`src/rtl/exc_ctrl_if.sv`:
```
// exc_ctrl_if: groups the MEM-stage, CP0 and redirect signals of the
// exception controller.
//   slave  : the exc_ctrl side (i_* in, o_* out)
//   master : the pipeline/CP0 side driving i_* and observing o_*
interface exc_ctrl_if;
  logic [5:0]  i_hw_int;
  logic        i_timer_int;
  logic        i_mem_valid;
  logic        i_mem_stall;
  logic [31:0] i_mem_pc;
  logic        i_mem_in_delay_slot;
  logic [4:0]  i_mem_exc_cause;
  logic        i_mem_is_eret;
  logic [31:0] i_status;
  logic [31:0] i_epc;

  logic [5:0]  o_int;
  logic [4:0]  o_except_cause;
  logic [31:0] o_current_pc;
  logic        o_is_in_delay_slot;
  logic        o_is_eret;
  logic        o_flush;
  logic        o_redirect_valid;
  logic [31:0] o_redirect_pc;
  logic        o_busy;

  modport slave (
    input  i_hw_int, i_timer_int, i_mem_valid, i_mem_stall, i_mem_pc,
           i_mem_in_delay_slot, i_mem_exc_cause, i_mem_is_eret, i_status, i_epc,
    output o_int, o_except_cause, o_current_pc, o_is_in_delay_slot, o_is_eret,
           o_flush, o_redirect_valid, o_redirect_pc, o_busy
  );

  modport master (
    output i_hw_int, i_timer_int, i_mem_valid, i_mem_stall, i_mem_pc,
           i_mem_in_delay_slot, i_mem_exc_cause, i_mem_is_eret, i_status, i_epc,
    input  o_int, o_except_cause, o_current_pc, o_is_in_delay_slot, o_is_eret,
           o_flush, o_redirect_valid, o_redirect_pc, o_busy
  );
endinterface

```
`src/rtl/exc_ctrl.sv`:
```
// exc_ctrl: exception/interrupt/ERET sequencer sitting at the MEM stage.
// Accepts one event, reports it to CP0 for a single cycle, flushes the
// pipeline for FLUSH_CYCLES further cycles, then issues a one-cycle PC
// redirect to the exception vector (or to EPC for ERET).
// Ports:
//   clk    : system clock, rising edge
//   resetn : asynchronous active-low reset
//   bus    : exc_ctrl_if.slave (MEM-stage inputs, CP0 status/EPC,
//            synchronized interrupts, CP0 capture fields, flush/redirect)
//
// state      | meaning
// -----------+------------------------------------------------------------
// S_IDLE     | waiting; an accepted event is reported combinationally here
// S_FLUSH    | pipeline flush, down-counter runs to terminal count 1
// S_REDIRECT | one-cycle redirect strobe with latched target
module exc_ctrl #(
  parameter logic [31:0] EXC_VECTOR   = 32'hBFC00380,
  parameter int unsigned FLUSH_CYCLES = 3
) (
  input logic       clk,
  input logic       resetn,
  exc_ctrl_if.slave bus
);

  localparam logic [4:0] EXC_CAUSE_INT = 5'h00;
  localparam logic [4:0] EXC_CAUSE_NOP = 5'h1F;
  localparam logic [3:0] FLUSH_LOAD    = 4'(FLUSH_CYCLES);

  typedef enum logic [1:0] {
    S_IDLE     = 2'd0,
    S_FLUSH    = 2'd1,
    S_REDIRECT = 2'd2
  } state_e;

  state_e      state_q, state_d;
  logic [3:0]  cnt_q, cnt_d;
  logic [31:0] target_q, target_d;
  logic [5:0]  sync1_q, sync2_q;

  logic        int_req;
  logic        has_cause;
  logic        accept;
  logic        unused_status;

  // Only IE, EXL and IM are consulted.
  assign unused_status = ^{bus.i_status[31:16], bus.i_status[9:2]};

  always_ff @(posedge clk or negedge resetn) begin
    if (!resetn) begin
      state_q  <= S_IDLE;
      cnt_q    <= 4'd0;
      target_q <= 32'd0;
      sync1_q  <= 6'd0;
      sync2_q  <= 6'd0;
    end else begin
      state_q  <= state_d;
      cnt_q    <= cnt_d;
      target_q <= target_d;
      sync1_q  <= bus.i_hw_int;
      sync2_q  <= sync1_q;
    end
  end

  // Timer is already in the clk domain, so it bypasses the synchronizer.
  assign bus.o_int = {sync2_q[5] | bus.i_timer_int, sync2_q[4:0]};

  assign int_req   = (|(bus.o_int & bus.i_status[15:10])) & bus.i_status[0] & ~bus.i_status[1];
  assign has_cause = (bus.i_mem_exc_cause != EXC_CAUSE_NOP);
  assign accept    = bus.i_mem_valid & ~bus.i_mem_stall & (int_req | has_cause | bus.i_mem_is_eret);

  assign bus.o_busy = (state_q != S_IDLE);

  always_comb begin
    state_d                = state_q;
    cnt_d                  = cnt_q;
    target_d               = target_q;
    bus.o_except_cause     = EXC_CAUSE_NOP;
    bus.o_current_pc       = 32'd0;
    bus.o_is_in_delay_slot = 1'b0;
    bus.o_is_eret          = 1'b0;
    bus.o_flush            = 1'b0;
    bus.o_redirect_valid   = 1'b0;
    bus.o_redirect_pc      = 32'd0;

    unique case (state_q)
      S_IDLE: begin
        if (accept) begin
          bus.o_flush            = 1'b1;
          bus.o_current_pc       = bus.i_mem_pc;
          bus.o_is_in_delay_slot = bus.i_mem_in_delay_slot;
          state_d                = S_FLUSH;
          cnt_d                  = FLUSH_LOAD;
          if (int_req) begin
            bus.o_except_cause = EXC_CAUSE_INT;
            target_d           = EXC_VECTOR;
          end else if (has_cause) begin
            bus.o_except_cause = bus.i_mem_exc_cause;
            target_d           = EXC_VECTOR;
          end else begin
            bus.o_is_eret = 1'b1;
            target_d      = bus.i_epc;
          end
        end
      end

      S_FLUSH: begin
        bus.o_flush = 1'b1;
        cnt_d       = cnt_q - 4'd1;
        // <= guards against a stray zero count locking the FSM in FLUSH.
        if (cnt_q <= 4'd1) begin
          state_d = S_REDIRECT;
          cnt_d   = 4'd0;
        end
      end

      S_REDIRECT: begin
        bus.o_redirect_valid = 1'b1;
        bus.o_redirect_pc    = target_q;
        state_d              = S_IDLE;
      end

      default: begin
        state_d = S_IDLE;
        cnt_d   = 4'd0;
      end
    endcase
  end

endmodule
```
`src/flat_wrapper.sv`:
```
// flat-port wrapper written by rule: the top's interface ports become plain ports
module exc_ctrl_flat 
#(
  parameter logic [31:0] EXC_VECTOR   = 32'hBFC00380,
  parameter int unsigned FLUSH_CYCLES = 3
)
  (clk, resetn, bus_i_hw_int, bus_i_timer_int, bus_i_mem_valid, bus_i_mem_stall, bus_i_mem_pc, bus_i_mem_in_delay_slot, bus_i_mem_exc_cause, bus_i_mem_is_eret, bus_i_status, bus_i_epc, bus_o_int, bus_o_except_cause, bus_o_current_pc, bus_o_is_in_delay_slot, bus_o_is_eret, bus_o_flush, bus_o_redirect_valid, bus_o_redirect_pc, bus_o_busy);
  exc_ctrl_if bus_i ();
  input logic clk;
  input logic resetn;
  input wire logic [$bits(bus_i.i_hw_int)-1:0] bus_i_hw_int;
  input wire logic [$bits(bus_i.i_timer_int)-1:0] bus_i_timer_int;
  input wire logic [$bits(bus_i.i_mem_valid)-1:0] bus_i_mem_valid;
  input wire logic [$bits(bus_i.i_mem_stall)-1:0] bus_i_mem_stall;
  input wire logic [$bits(bus_i.i_mem_pc)-1:0] bus_i_mem_pc;
  input wire logic [$bits(bus_i.i_mem_in_delay_slot)-1:0] bus_i_mem_in_delay_slot;
  input wire logic [$bits(bus_i.i_mem_exc_cause)-1:0] bus_i_mem_exc_cause;
  input wire logic [$bits(bus_i.i_mem_is_eret)-1:0] bus_i_mem_is_eret;
  input wire logic [$bits(bus_i.i_status)-1:0] bus_i_status;
  input wire logic [$bits(bus_i.i_epc)-1:0] bus_i_epc;
  output wire logic [$bits(bus_i.o_int)-1:0] bus_o_int;
  output wire logic [$bits(bus_i.o_except_cause)-1:0] bus_o_except_cause;
  output wire logic [$bits(bus_i.o_current_pc)-1:0] bus_o_current_pc;
  output wire logic [$bits(bus_i.o_is_in_delay_slot)-1:0] bus_o_is_in_delay_slot;
  output wire logic [$bits(bus_i.o_is_eret)-1:0] bus_o_is_eret;
  output wire logic [$bits(bus_i.o_flush)-1:0] bus_o_flush;
  output wire logic [$bits(bus_i.o_redirect_valid)-1:0] bus_o_redirect_valid;
  output wire logic [$bits(bus_i.o_redirect_pc)-1:0] bus_o_redirect_pc;
  output wire logic [$bits(bus_i.o_busy)-1:0] bus_o_busy;
  assign bus_i.i_hw_int = bus_i_hw_int;
  assign bus_i.i_timer_int = bus_i_timer_int;
  assign bus_i.i_mem_valid = bus_i_mem_valid;
  assign bus_i.i_mem_stall = bus_i_mem_stall;
  assign bus_i.i_mem_pc = bus_i_mem_pc;
  assign bus_i.i_mem_in_delay_slot = bus_i_mem_in_delay_slot;
  assign bus_i.i_mem_exc_cause = bus_i_mem_exc_cause;
  assign bus_i.i_mem_is_eret = bus_i_mem_is_eret;
  assign bus_i.i_status = bus_i_status;
  assign bus_i.i_epc = bus_i_epc;
  assign bus_o_int = bus_i.o_int;
  assign bus_o_except_cause = bus_i.o_except_cause;
  assign bus_o_current_pc = bus_i.o_current_pc;
  assign bus_o_is_in_delay_slot = bus_i.o_is_in_delay_slot;
  assign bus_o_is_eret = bus_i.o_is_eret;
  assign bus_o_flush = bus_i.o_flush;
  assign bus_o_redirect_valid = bus_i.o_redirect_valid;
  assign bus_o_redirect_pc = bus_i.o_redirect_pc;
  assign bus_o_busy = bus_i.o_busy;
  exc_ctrl #(.EXC_VECTOR(EXC_VECTOR), .FLUSH_CYCLES(FLUSH_CYCLES)) u_core (.clk(clk), .resetn(resetn), .bus(bus_i));
endmodule
```
`config.mk`:
```
export PLATFORM = sky130hd
export DESIGN_NAME = exc_ctrl_flat
export DESIGN_NICKNAME = d
export VERILOG_FILES = /design/src/rtl/exc_ctrl_if.sv /design/src/rtl/exc_ctrl.sv /design/src/flat_wrapper.sv
export SDC_FILE = /design/constraint.sdc
export NUM_CORES = 1
export LEC_CHECK = 0
export BUFFER_PORTS_ARGS = -buffer_cell sky130_fd_sc_hd__buf_2
export CORE_UTILIZATION = 25
export CTS_BUF_LIST = sky130_fd_sc_hd__clkbuf_4 sky130_fd_sc_hd__clkbuf_8 sky130_fd_sc_hd__clkbuf_16
export DETAILED_ROUTE_END_ITERATION = 8
export HOLD_SLACK_MARGIN = 0.1
export SYNTH_ARGS = -nofsm -noshare
export SYNTH_HDL_FRONTEND = slang
export SYNTH_SLANG_ARGS = --single-unit
export TNS_END_PERCENT = 50
```
`constraint.sdc`:
```
create_clock -name clk -period 1.9 [get_ports clk]
set_input_delay 0.19 -clock clk [delete_from_list [all_inputs] [get_ports clk]]
set_output_delay 0.19 -clock clk [all_outputs]
set_load 0.005 [all_outputs]
```
==> out/results.ini, run 1 <==
[global_route]
grt_pass1_wl_mm=10.8
grt_pass1_vias=2237
antenna_found_initial=0
grt_max_degree=32
grt_usage_pct=13.6
grt-ovfl-total=0

[setup_path]
path_class=flop to primary output
crit_path_start_kind=flop
cp.required_ns=1.71
cp_slowest_cell=a311o_2
critPathArrivalTime_ns=1.90
crit_path_max_fanout=6
path_cells=a22oi_2 > a311o_2 > buf_12 > a21boi_4 > buf_6 > and2_4 > buf_6
cpPeakStageDelay_ns=0.42
end_kind=primary output
critPathBufInv=3
critPathTopFamily=compound AO/OA/AOI/OAI gates
path_common_cell=buf_6

[timing]
max_freq_mhz=478
final_hold_viol_count=0
rsz0062_at_grt=true
fin_ws_ns=-0.192
drv_slew=0
finalSetupTns_ns=-7.95
clock_skew_ns=0.00585
slew_headroom_pct=67.8
finalSetupViolCount=63
worst_slew_pin_slew_ns=0.484
min_period_over_period_pct=110
finalWorstPathRequiredPeriod_ns=2.09

[power]
pwr-share-comb_pct=41.1
clkPwrFrac_pct=20.4
power_switching_w=0.000971
leakage_nw=2.16
ir_drop_mv=0.287
power_density_mw_per_mm2=757
power.internal_w=0.00217
power_w=0.00314
p_sw_share_pct=30.9
seqPwrFrac_pct=38.5

[routing]
wirelength_mm=7.41
final_antenna_net_count=0
drcViolationCount=0
drt_iter0_markers=54
wl_per_cell_um=13.1
viasPerCell=4.19
firstDrtPassIters=4
via_count=2374

[clock_network]
clock_latency_ns=0.29
cts.path.max_buffers=2
numCtsBuffers=5
tritoncts=built
cts_root_buf=clkbuf_8
path_clk_slew_ns=0.08
cts_htree_levels=2
clock-sinks=50

[die]
core_area_mm2=0.00928
die_x_um=100
num_rows=35
die_h_um=100
start_util_pct=26.0
die_area_mm2=0.0100
io_pins=194

[layout]
fillers=913
nNetsFinal=553
postLayoutCoreUtil_pct=44.7
n_antenna_cell=0
layout-drive-gt1-share_pct=53.7
area_delta_synth_final_pct=72.0

[yosys]
synthMuxAreaShare_pct=0
syn_nets=339
ys.warnings.count=0
synth-compound-area-share_pct=16.7
avgSynthCellArea_um2=10.8
synth_seq_cells=50
synthXorXnorAreaFrac_pct=0
synthCells=223
synthDistinctLibCells=34
synth_fa_ha_area_share_pct=1.04
synth_top_family_by_area=simple AND/OR/NAND/NOR gates
synth-seq-area-share_pct=51.9
synthSimpleGateAreaFrac_pct=24.5
synthesis.area_mm2=0.00241

[worst_hold_path]
hp-class=input pin to flop

[place]
dp_hpwl_mm=5.11
gp_congestion=0.718
port_buffers=169

[status]
status=finished, violations left
violations=setup timing

[job]
maxCapViolations=0

metal layers:
| metal | vias up | track usage [%] | routed length (um) |
|---|---|---|---|
| met5 | - | 0 | 0 |
| met4 | 0 | 3.01 | 68 |
| met3 | 10 | 2.58 | 333 |
| met2 | 86 | 23.3 | 3810 |
| met1 | 1088 | 17.7 | 3200 |
| li1 | 1190 | - | - |
registers in the layout, indices dropped and copies added, names as in the netlist:
name,count
u_core.sync1_q,6
u_core.cnt_q,4
u_core.state_q,2
u_core.target_q,32
u_core.sync2_q,6
logic make-up (layout without fill, tap and decap cells):
group	count (synthesis)	in the layout
and+or+nand+nor	100	100
buffers and inverters	24	238
AOI/OAI and AO/OA	47	48
adders and majority gates	2	2
DFF	50	50
what timing repair did:
| item | 4_1_cts | 5_1_grt |
|---|---|---|
| resized for setup | 13 | 29 |
| endpoints found under the setup margin | 69 | 69 |
| hold buffers | 29 | 2 |
| buffers inserted | 8 | 1 |
| cloned | 2 | 0 |
| hold endpoints to repair | 47 | 2 |
| pin swaps | 8 | 17 |
layout make-up:
class,count,area [um2],share of cell area (%)
inverters,5,18.8,0.453
clock buffers,7,90.1,2.17
flip-flops and latches,50,1250,30.2
repair buffers,225,1510,36.5
well taps,129,161,3.89
clock inverters,1,5.00,0.121
multi-input cells,150,1110,26.7
through the flow:
| step | worst slack, ns | instances | hold slack [ns] | area [um2] |
|---|---|---|---|---|
| floorplan | 0.160 | 223 | -0.106 | 2410 |
| global placement | -0.0938 | 517 | 0.182 | 3450 |
| detailed placement | -0.173 | 517 | 0.183 | 3450 |
| CTS | -0.195 | 564 | 0.100 | 4000 |
| global route | -0.280 | 567 | 0.101 | 4150 |
| finish | -0.192 | 567 | 0.116 | 4150 |
path summary, 6_finish.rpt:
kind                                    from                  end  slack (ns)  cells past startpoint
setup / recovery           u_core.sync2_q[3]  bus_o_current_pc[2]       -0.19                      7
hold / removal                 bus_i_epc[14]  u_core.target_q[14]        0.12                      2
setup reg to reg           u_core.sync2_q[2]  u_core.target_q[31]       -0.16                     10
hold reg to reg            u_core.sync1_q[2]    u_core.sync2_q[2]        0.35                      0
max in group asynchronous             resetn   u_core.target_q[2]        0.98                      3
min in group asynchronous             resetn  u_core.target_q[24]        0.40                      2
cells in the final DEF (no fill, tap or decap), types with 2 or more instances in the layout:
master,Yosys,routed
a21boi_4,1,2
a22o_1,17,17
a22o_2,3,3
and2_1,65,51
and2_4,0,14
buf_12,0,5
buf_2,7,156
buf_4,5,13
buf_6,3,20
clkbuf_8,0,6
dfrtp_1,50,50
dlygate4sd3_1,0,31
ha_1,2,2
inv_1,5,5
nand2_1,14,12
nand2_2,0,2
nand2b_1,4,4
nor2_1,4,4
o21ai_0,3,3
o22a_1,12,12
o31ai_1,2,2
or2_2,3,3
cell usage after synthesis (all sizes together):
cell type	instances	share of area [%]
a211o	1	0.42
a21boi	1	0.78
a21oi	2	0.42
a222oi	1	0.42
a22o	20	7.4
a22oi	1	0.31
a311o	1	0.42
a31oi	1	0.26
and2	65	17
and3	1	0.31
buf	15	4.4
clkbuf	4	0.62
dfrtp	50	52
ha	2	1.0
inv	5	0.78
nand2	14	2.2
nand2b	4	1.0
nand3	1	0.21
nand4	1	0.26
nor2	5	1.1
nor2b	2	0.52
nor3b	1	0.31
nor4	2	0.52
o211ai	1	0.31
o21ai	3	0.62
o221ai	1	0.36
o22a	12	4.4
o31ai	2	0.62
or2	3	0.78
or3b	1	0.47
power groups by stage:
stage          Sequential (W)  Clock, W  Combinational [W]
6_report              0.00121  0.000639            0.00129
5_1_grt               0.00122  0.000723            0.00143
4_1_cts               0.00121  0.000689            0.00122
3_5_place_dp          0.00123         0            0.00105
3_3_place_gp          0.00123         0            0.00104
2_1_floorplan         0.00121         0           0.000588
(Power assumes the default switching activity.)
==> inputs of run 2 (changes only) <==
--- a/config.mk
+++ b/config.mk
@@ -6,10 +6,14 @@
 export NUM_CORES = 1
 export LEC_CHECK = 0
 export BUFFER_PORTS_ARGS = -buffer_cell sky130_fd_sc_hd__buf_2
+export CELL_PAD_IN_SITES_DETAIL_PLACEMENT = 0
+export CELL_PAD_IN_SITES_GLOBAL_PLACEMENT = 1
+export CORE_MARGIN = 1.5
 export CORE_UTILIZATION = 25
 export CTS_BUF_LIST = sky130_fd_sc_hd__clkbuf_4 sky130_fd_sc_hd__clkbuf_8 sky130_fd_sc_hd__clkbuf_16
 export DETAILED_ROUTE_END_ITERATION = 8
 export HOLD_SLACK_MARGIN = 0.1
+export PLACE_DENSITY_LB_ADDON = 0.1
 export SYNTH_ARGS = -nofsm -noshare
 export SYNTH_HDL_FRONTEND = slang
 export SYNTH_SLANG_ARGS = --single-unit
==> run 2 against run 1 <==
Routed wire length grew 5.5%; the flow still finishes with violations (setup timing); highest routed layer unchanged; largest cell class unchanged; maximum frequency shrank 0.13%; clock skew grew 0.00072 ns; critical endpoint is now bus_o_current_pc[0]; cell area grew 0.91%; register-to-register slack better by 0.06 ns.
==> out/results.ini, run 2 (synthesis gave the netlist of run 1 again) <==
[setup_path]
cp.required_ns=1.71  ; about the same
critPathArrivalTime_ns=1.90  ; about the same
crit_path_max_fanout=17  ; +11
crit_path_start_kind=flop
rrSetupSlack_ns=-0.10  ; +0.06 ns
end_kind=primary output
reg2reg_depth=7  ; -3
r2r-start=u_core.sync2_q[3]
path_class=flop to primary output
reg2reg_to=u_core.target_q[30]

[layout]
fin_area_mm2=0.00418  ; +0.91%
layout-drive-gt1-share_pct=53.0  ; -0.63 points
largestRegisters=u_core.target_q (32), u_core.sync1_q (6), u_core.sync2_q (6)
n_antenna_cell=0  ; unchanged
top_register=u_core.target_q
multi_input_area_mm2=0.00109  ; -1.5%
final_common_cell=buf_2
largest_reg_flops=32  ; unchanged
fillers=892  ; -2.3%
area_delta_synth_final_pct=73.5
seqCellArea_mm2=0.00125  ; unchanged
nNetsFinal=562  ; +1.6%
final_cell_mix=buf_2, and2_1, dfrtp_1

[clock_network]
clock-sinks=50  ; unchanged
cts.path.max_buffers=2  ; unchanged
path_clk_slew_ns=0.09  ; about the same
clock_latency_ns=0.30  ; about the same
numCtsBuffers=5  ; unchanged
cts_root_buf=clkbuf_8
tritoncts=built
cts_htree_levels=2  ; unchanged

[routing]
final_antenna_net_count=0  ; unchanged
wirelength_mm=7.82  ; +5.5%
wl_per_cell_um=13.6  ; +3.9%
firstDrtPassIters=4  ; unchanged
drt_iter0_markers=69  ; +28%
viasPerCell=4.30  ; +2.8%
via_count=2479  ; +4.4%
drcViolationCount=0  ; unchanged

[global_route]
grt_pass1_wl_mm=11.5  ; +7.1%
grt_usage_pct=14.6  ; +1.0 points
antenna_found_initial=0  ; unchanged
grt-ovfl-total=0  ; unchanged
grt_max_degree=34  ; +6.3%
grt_pass1_vias=2400  ; +7.3%

[worst_hold_path]
min_to=u_core.target_q[8]
hp-class=input pin to flop
min_from=bus_i_epc[8]
whs_path_depth=2  ; unchanged

[power]
power_density_mw_per_mm2=749  ; -1.0%
p_sw_share_pct=31.9  ; +0.99 points
seqPwrFrac_pct=38.7  ; +0.2 points
power_switching_w=0.00100  ; +3.1%
pwr-share-comb_pct=40.6  ; -0.5 points
ir_drop_mv=0.312  ; +8.7%
leakage_nw=2.18  ; +0.90%
power_w=0.00314  ; -0.12%
power.internal_w=0.00213  ; -1.5%
clkPwrFrac_pct=20.7  ; +0.3 points

[die]
start_util_pct=26.0  ; unchanged
core_area_mm2=0.00928  ; unchanged
io_pins=194  ; unchanged
die_x_um=101  ; +1.0%
die_area_mm2=0.0102  ; +2.0%
die_h_um=101  ; +1.0%
num_rows=35  ; unchanged

[timing]
finalWorstPathRequiredPeriod_ns=2.09  ; +0.00277 ns
worst_slew_pin_slew_ns=0.463  ; -0.0206 ns
finalSetupViolCount=69  ; +9.5%
slew_headroom_pct=69.1  ; +1.4 points
min_period_over_period_pct=110  ; +0.15 points
rsz0062_at_grt=true
drv_slew=0  ; unchanged
final_hold_viol_count=0  ; unchanged
fin_ws_ns=-0.195  ; -0.00277 ns
max_freq_mhz=477  ; -0.13%
clock_skew_ns=0.00657  ; +0.000717 ns

[place]
post_dp_cell_area_mm2=0.00347  ; +0.73%
dp_hpwl_mm=5.26  ; +2.8%
gp_congestion=0.724  ; +0.81%
port_buffers=169  ; unchanged

[status]
status=finished, violations left
violations=setup timing

[job]
maxCapViolations=0  ; unchanged

## run 2: cell types whose count changed in the layout (fill, tap and decap cells not counted), moves of 2 or more
cell           before  now
dlygate4sd3_1      31   35
buf_4              13   18
buf_12              5    3
nand2_1            12   14
nand2_2             2    0
## run 2: worst max path at each step
stage,from,end,slack (ns),depth (start not counted)
floorplan,u_core.state_q[1],bus_o_current_pc[29],0.16,5
global route,u_core.sync2_q[2],bus_o_current_pc[0],-0.32,7
finish,u_core.sync2_q[2],bus_o_current_pc[0],-0.19,7
detailed placement,u_core.state_q[1],bus_o_current_pc[19],-0.19,5
CTS,u_core.sync2_q[2],bus_o_current_pc[19],-0.19,7
global placement,u_core.state_q[1],bus_o_current_pc[27],-0.17,5
## run 2: power groups by stage
stage	combinational (W)	sequential, W	clock, W
after floorplan	0.000588	0.00121	0
after global placement	0.00107	0.00123	0
after detailed placement	0.00107	0.00123	0
after CTS	0.00123	0.00121	0.000683
after global routing	0.00142	0.00122	0.000732
final	0.00127	0.00121	0.000649
## run 2: per-stage QoR
stage	hold WS [ns]	std cells	util, %	worst slack (ns)	setup TNS [ns]
4_1_cts	0.102	575	43.7	-0.194	-7.93
5_1_grt	0.106	576	45.1	-0.316	-15.55
3_5_place_dp	0.174	522	37.4	-0.192	-7.38
6_report	0.111	576	45.1	-0.195	-7.83
3_3_place_gp	0.173	522	37.4	-0.169	-6.59
2_1_floorplan	-0.106	223	-	0.160	0
## run 2: area by class of cell
cell class | instances | share of cell area [%]
repair buffers | 234 | 37.5
flip-flops and latches | 50 | 29.9
multi-input cells | 150 | 26.0
well taps | 129 | 3.86
clock buffers | 6 | 1.97
inverters | 5 | 0.449
clock inverters | 2 | 0.299
## run 2: per-layer routing
metal | GRT usage (%) | part of all wire (%) | vias to the layer above
met5 | 0 | 0 | -
met4 | 3.53 | 0.93 | 0
met3 | 3.45 | 8.5 | 5
met2 | 26.5 | 51 | 119
met1 | 17.4 | 40 | 1154
li1 | - | - | 1201
## run 2: critical path, stage by stage, from the launching register on
cell and delay [ns]:
dfrtp_1 0.39, a222oi_1 0.33, a311o_2 0.28, buf_6 0.12, a21boi_4 0.05, buf_12 0.14
and2_1 0.16, buf_2 0.13
## run 2: what timing repair did
item / 4_1_cts / 5_1_grt
endpoints found under the hold margin: 53 / 0
gates resized for setup: 11 / 28
endpoints found under the setup margin: 71 / 69
hold buffers: 35 / 0
setup buffers: 9 / 1
gates cloned: 1 / 0
pin swaps: 18 / 7
